[src/rtl/tpm_dispatch.sv]
// tpm_dispatch: command dispatcher between a TPM-style register file and a
// bank of accelerator engines, with timeout, abort and bad-opcode handling.
module tpm_dispatch #(
  parameter int C_REG_SIZE = 32,
  parameter int C_NUM_ARGS = 8,
  parameter int C_NUM_ENG  = 4,
  parameter int C_TIMEOUT  = 1024
) (
  input  logic                                   clk,
  input  logic                                   resetn,
  input  logic [C_REG_SIZE-1:0]                  in_status,
  input  logic [C_NUM_ARGS*C_REG_SIZE-1:0]       in_args,
  output logic [C_REG_SIZE-1:0]                  out_status,
  output logic [C_NUM_ARGS*C_REG_SIZE-1:0]       out_args,
  output logic                                   reset_status,
  output logic [C_NUM_ENG-1:0]                   eng_start,
  output logic [C_NUM_ARGS*C_REG_SIZE-1:0]       eng_args,
  input  logic [C_NUM_ENG-1:0]                   eng_done,
  input  logic [C_NUM_ENG*C_NUM_ARGS*C_REG_SIZE-1:0] eng_result
);

  localparam int AW = C_NUM_ARGS * C_REG_SIZE;

  typedef enum logic {
    S_IDLE,
    S_WAIT
  } state_t;

  state_t state;
  state_t state_n;

  logic [4:0]           op_q;
  logic                 valid_q;
  logic                 err_q;
  logic [1:0]           code_q;
  logic [15:0]          cyc_q;
  logic [15:0]          cnt_q;
  logic [AW-1:0]        oargs_q;
  logic [AW-1:0]        eargs_q;
  logic [C_NUM_ENG-1:0] start_q;
  logic                 rs_q;

  logic                 in_valid;
  logic                 in_abort;
  logic [4:0]           in_op;
  logic                 op_ok;
  logic [16:0]          cur;
  logic [15:0]          cur_sat;
  logic                 act_done;
  logic [AW-1:0]        act_res;
  logic [C_NUM_ENG-1:0] start_n;
  logic                 acc;
  logic                 bad;
  logic                 fin_done;
  logic                 fin_abort;
  logic                 fin_to;
  logic [31:0]          st32;
  logic                 unused_bits;

  assign in_valid    = in_status[0];
  assign in_op       = in_status[5:1];
  assign in_abort    = in_status[6];
  assign unused_bits = ^in_status[C_REG_SIZE-1:7];
  assign op_ok       = {1'b0, in_op} < 6'(C_NUM_ENG);

  // cnt_q holds completed WAIT cycles; cur is the count for this cycle
  assign cur     = {1'b0, cnt_q} + 17'd1;
  assign cur_sat = cur[16] ? 16'hFFFF : cur[15:0];

  // select active engine's done/result and decode the incoming opcode
  always_comb begin
    act_done = 1'b0;
    act_res  = '0;
    start_n  = '0;
    for (int e = 0; e < C_NUM_ENG; e++) begin
      if (op_q == 5'(e)) begin
        act_done = eng_done[e];
        act_res  = eng_result[e*AW +: AW];
      end
      if (in_op == 5'(e)) start_n[e] = 1'b1;
    end
  end

  // next-state and event decode; done beats abort beats timeout
  always_comb begin
    state_n   = state;
    acc       = 1'b0;
    bad       = 1'b0;
    fin_done  = 1'b0;
    fin_abort = 1'b0;
    fin_to    = 1'b0;
    case (state)
      S_IDLE: begin
        if (in_valid) begin
          if (op_ok) begin
            acc     = 1'b1;
            state_n = S_WAIT;
          end else begin
            bad = 1'b1;
          end
        end
      end
      S_WAIT: begin
        if (act_done) begin
          fin_done = 1'b1;
          state_n  = S_IDLE;
        end else if (in_abort) begin
          fin_abort = 1'b1;
          state_n   = S_IDLE;
        end else if (cur == 17'(C_TIMEOUT)) begin
          fin_to  = 1'b1;
          state_n = S_IDLE;
        end
      end
      default: state_n = S_IDLE;
    endcase
  end

  // state register
  always_ff @(posedge clk or posedge resetn) begin
    if (resetn) state <= S_IDLE;
    else        state <= state_n;
  end

  // datapath registers updated by the decoded events
  always_ff @(posedge clk or posedge resetn) begin
    if (resetn) begin
      op_q    <= '0;
      valid_q <= 1'b0;
      err_q   <= 1'b0;
      code_q  <= '0;
      cyc_q   <= '0;
      cnt_q   <= '0;
      oargs_q <= '0;
      eargs_q <= '0;
      start_q <= '0;
      rs_q    <= 1'b0;
    end else begin
      start_q <= '0;
      rs_q    <= 1'b0;
      if (acc) begin
        eargs_q <= in_args;
        op_q    <= in_op;
        start_q <= start_n;
        rs_q    <= 1'b1;
        valid_q <= 1'b0;
        err_q   <= 1'b0;
        code_q  <= 2'd0;
        cnt_q   <= '0;
      end
      if (bad) begin
        err_q   <= 1'b1;
        code_q  <= 2'd1;
        valid_q <= 1'b0;
        rs_q    <= 1'b1;
        op_q    <= in_op;
      end
      if (state == S_WAIT) cnt_q <= cur[15:0];
      if (fin_done) begin
        oargs_q <= act_res;
        valid_q <= 1'b1;
        cyc_q   <= cur_sat;
      end
      if (fin_abort) begin
        err_q  <= 1'b1;
        code_q <= 2'd3;
        rs_q   <= 1'b1;
        cyc_q  <= cur_sat;
      end
      if (fin_to) begin
        err_q  <= 1'b1;
        code_q <= 2'd2;
        cyc_q  <= 16'(C_TIMEOUT);
      end
    end
  end

  assign st32 = {cyc_q, 3'b000, op_q, 3'b000, code_q,
                 err_q, valid_q, (state == S_IDLE)};

  assign out_status   = C_REG_SIZE'(st32);
  assign out_args     = oargs_q;
  assign eng_args     = eargs_q;
  assign eng_start    = start_q;
  assign reset_status = rs_q;

endmodule

[config.mk]
export PLATFORM = sky130hd
export DESIGN_NAME = tpm_dispatch
export DESIGN_NICKNAME = d
export VERILOG_FILES = /design/src/rtl/tpm_dispatch.sv
export SDC_FILE = /design/constraint.sdc
export NUM_CORES = 2
export LEC_CHECK = 0
export ABC_AREA = 0
export CAP_MARGIN = 40
export CORE_AREA = 2 2 724 726
export DETAILED_ROUTE_END_ITERATION = 7
export DIE_AREA = 0 0 726 728
export HOLD_SLACK_MARGIN = 0.1
export PLACE_DENSITY = 0.3
export SLEW_MARGIN = 10
export SYNTH_ARGS = -nofsm -noshare
export SYNTH_HDL_FRONTEND = slang
export SYNTH_SLANG_ARGS = --single-unit
[constraint.sdc]
create_clock -name clk -period 40 [get_ports clk]
set_clock_uncertainty 0.15 [all_clocks]
set_input_delay 10 -clock clk [delete_from_list [all_inputs] [get_ports clk]]
set_output_delay 10 -clock clk [all_outputs]
set_load 0.03 [all_outputs]
==> flow_summary.json <==
{
  "fin_hold_ws_ns": 0.3275,
  "final_nets": 5377,
  "routed_wl_um": 410000,
  "cp-end-kind": "register",
  "stdcell_area_sq_um": 57390,
  "vias": 30240,
  "htreeDepth": 3,
  "postCtsSetupRepairBufs": 0,
  "setup_viol_count_final": 0,
  "fin_crit_ns": 13.87,
  "grt_pass1_vias": 30174,
  "fp.dieW_um": 726,
  "top_usage_layer": "met2",
  "antenna_found_initial": 380,
  "cts_hold_buf": 0,
  "synth_cell_types": 48,
  "wl_per_cell_um": 36.73,
  "holdPathEnd": "out_args[81]",
  "finalHoldViolations": 0,
  "drc_errors": 0,
  "power_leakage_nw": 20.02,
  "final_util_pct": 11.04,
  "hpwl_um": 365600,
  "dp_slack_ns": 25.43,
  "synth.most_common_cell": "dfrtp_1",
  "use_met2_pct": 26.84,
  "areaGrowthSynthToFinish_pct": 117.1,
  "whs_path_depth": 2,
  "worstPathRequired_ns": 40.50,
  "grtUsageTotal_pct": 14.92,
  "fmax_mhz": 72.10,
  "grt_use_met1_pct": 16.12,
  "grt_pass1_wl_um": 482800,
  "hold_start": "out_args[81]",
  "slew_violations": 0,
  "cts.sinks": 559,
  "ys_top_cells_by_count": "559 x dfrtp_1, 358 x nand2_1, 266 x mux2_2",
  "p_total_mw": 3.885,
  "io_buffers": 1835,
  "ys_ff_latch": 559,
  "setup_slack_ns": 26.13,
  "ys_top_cells_by_area": "dfrtp_1 53%, mux2_2 11%, mux4_2 7.5%",
  "drt.antenna.violating_nets": 0,
  "coreArea_sq_um": 519900,
  "min_period_over_period_pct": 34.67,
  "syn_area_sq_um": 26440,
  "clkTransAtPathRegs_ns": 0.06,
  "io-pin-count": 1867,
  "dpl.cell_count": 10897,
  "yosysWarnings": 0,
  "r2r_start": "op_q[0]",
  "tns_ns": 0,
  "yosys.area.top_type": "dfrtp_1",
  "netlist_instances": 2215,
  "post_cts_resized": 0,
  "layout-drive-gt1-share_pct": 16.17,
  "synth-main-ff-cell": "dfrtp_1",
  "cap_viol_max_count": 0,
  "grt_remaining_overflow": 0,
  "regToRegSetupSlack_ns": 34.79,
  "crit_arrival_ns": 14.37,
  "relSlewSlack_pct": 17.90,
  "grt_use_met3_pct": 6.111,
  "ys_async_sr_fraction_pct": 100.0,
  "p_per_area_nw_per_um2": 67.69,
  "cts_root_buf": "clkbuf_16",
  "vias_per_cell": 2.709,
  "dr.pass1.iters": 5,
  "critPathMaxFanout": 185,
  "yosysTopAreaCellShare_pct": 52.91,
  "syn_area_per_cell_sq_um": 11.94,
  "grt_setup_unrepaired": "no",
  "clkLatencyLatePin_ns": 0.85,
  "cts_buffers": 95,
  "drt-initial-drc-count": 2227,
  "instances_no_fill": 11162,
  "ir_drop_v": 0.00002989,
  "cts_tree": "built",
  "synth-seq-area-share_pct": 52.91,
  "worst_pin_slew_ns": 1.232,
  "synth_edf_count": 0,
  "cts_buffer_depth": 4,
  "start_util_pct": 5.085,
  "dpl-instance-area_sq_um": 53830,
  "core.rowCount": 265,
  "cp-start-kind": "input port",
  "dieArea_sq_um": 528500,
  "gp_congestion": 0.9857,
  "criticalPathCategory": "input port to register",
  "r2r_cells": 11,
  "min_path_type": "register to register",
  "grt_max_degree": 186,
  "status": "finished, final reports clean",
  "die_y_um": 728,
  "rr_endpoint": "out_args[236]"
}
-- registers in the layout (all words and copies together) (netlist names) --
register,cells
eng_args,256
err_q,1
valid_q,1
op_q,5
eng_start,4
reset_status,1
out_args,256
state,1
code_q,2
cyc_q,16
cnt_q,16
-- routing by layer --
metal | wire length [um] | share of wire (%)
met5 | 1119 | 0.27
met4 | 14380 | 3.5
met3 | 37230 | 9.1
met1 | 152200 | 37
met2 | 205100 | 50
-- logic make-up after synthesis --
logic type                 share of synthesized area (%)
AOI/OAI and AO/OA                                  17.27
xor gates and xnor gates                          0.4638
adders and majority gates                        0.09463
buffers and inverters                              3.275
DFF                                                52.91
muxes                                              19.34
other                                            0.01418
and+or+nand+nor                                    6.640
-- power by group --
group / switching (mW) / total [mW] / leakage [nW] / internal (mW)
Sequential: 0.217 / 0.994 / 7.24 / 0.777
Clock: 0.355 / 0.902 / 1.60 / 0.547
Combinational: 1.26 / 1.99 / 11.2 / 0.727
-- cells in the final DEF, fill, tap and decap left out, drive strengths merged, types with 2 or more instances in the layout --
master,instances
bufinv,12
clkbuf,130
diode,96
and2,3
nand2b,14
a21oi,5
a21o,5
mux2i,3
nand3,8
mux2,273
mux4,88
nor3,2
o22ai,2
nand2,358
buf,138
nand4,3
nor3b,3
nor2b,2
inv,11
ha,2
conb,6
clkdlybuf4s50,1810
and3,8
a22o,181
clkinv,19
xor2,6
a221oi,169
dfrtp,559
a31o,2
xnor2,8
o21ai,261
nor4,3
nor2,14
a211oi,3
and3b,2
-- worst max-delay path, stage by stage --
cell	delay [ns]
clkdlybuf4s50_1	0.52
mux4_2	0.61
and2_1	0.28
buf_8	0.19
nand2_4	0.38
buf_12	0.44
buf_4	0.48
buf_12	0.42
o21ai_0	0.25
-- area by class of cell --
class | instances | area [sq um]
antenna | 96 | 240.2
clock buffer | 130 | 2699
clock inverter | 34 | 543.0
fill | 59757 | 462500
inverter | 9 | 41.29
multi-input combinational | 1444 | 11650
sequential | 559 | 14000
tap | 6942 | 8686
timing repair buffer | 1948 | 19530
-- worst max path at each step --
stage,start,cells past startpoint,slack (ns),end
2_1_floorplan,resetn,1,14.22,cnt_q[0]
3_3_place_gp,eng_done[3],8,25.17,out_args[55]
3_5_place_dp,eng_done[3],9,25.43,out_args[55]
4_1_cts,eng_done[3],9,26.38,out_args[120]
5_1_grt,eng_done[3],9,26.06,out_args[119]
6_report,eng_done[0],9,26.13,out_args[119]
(Power assumes the default switching activity.)
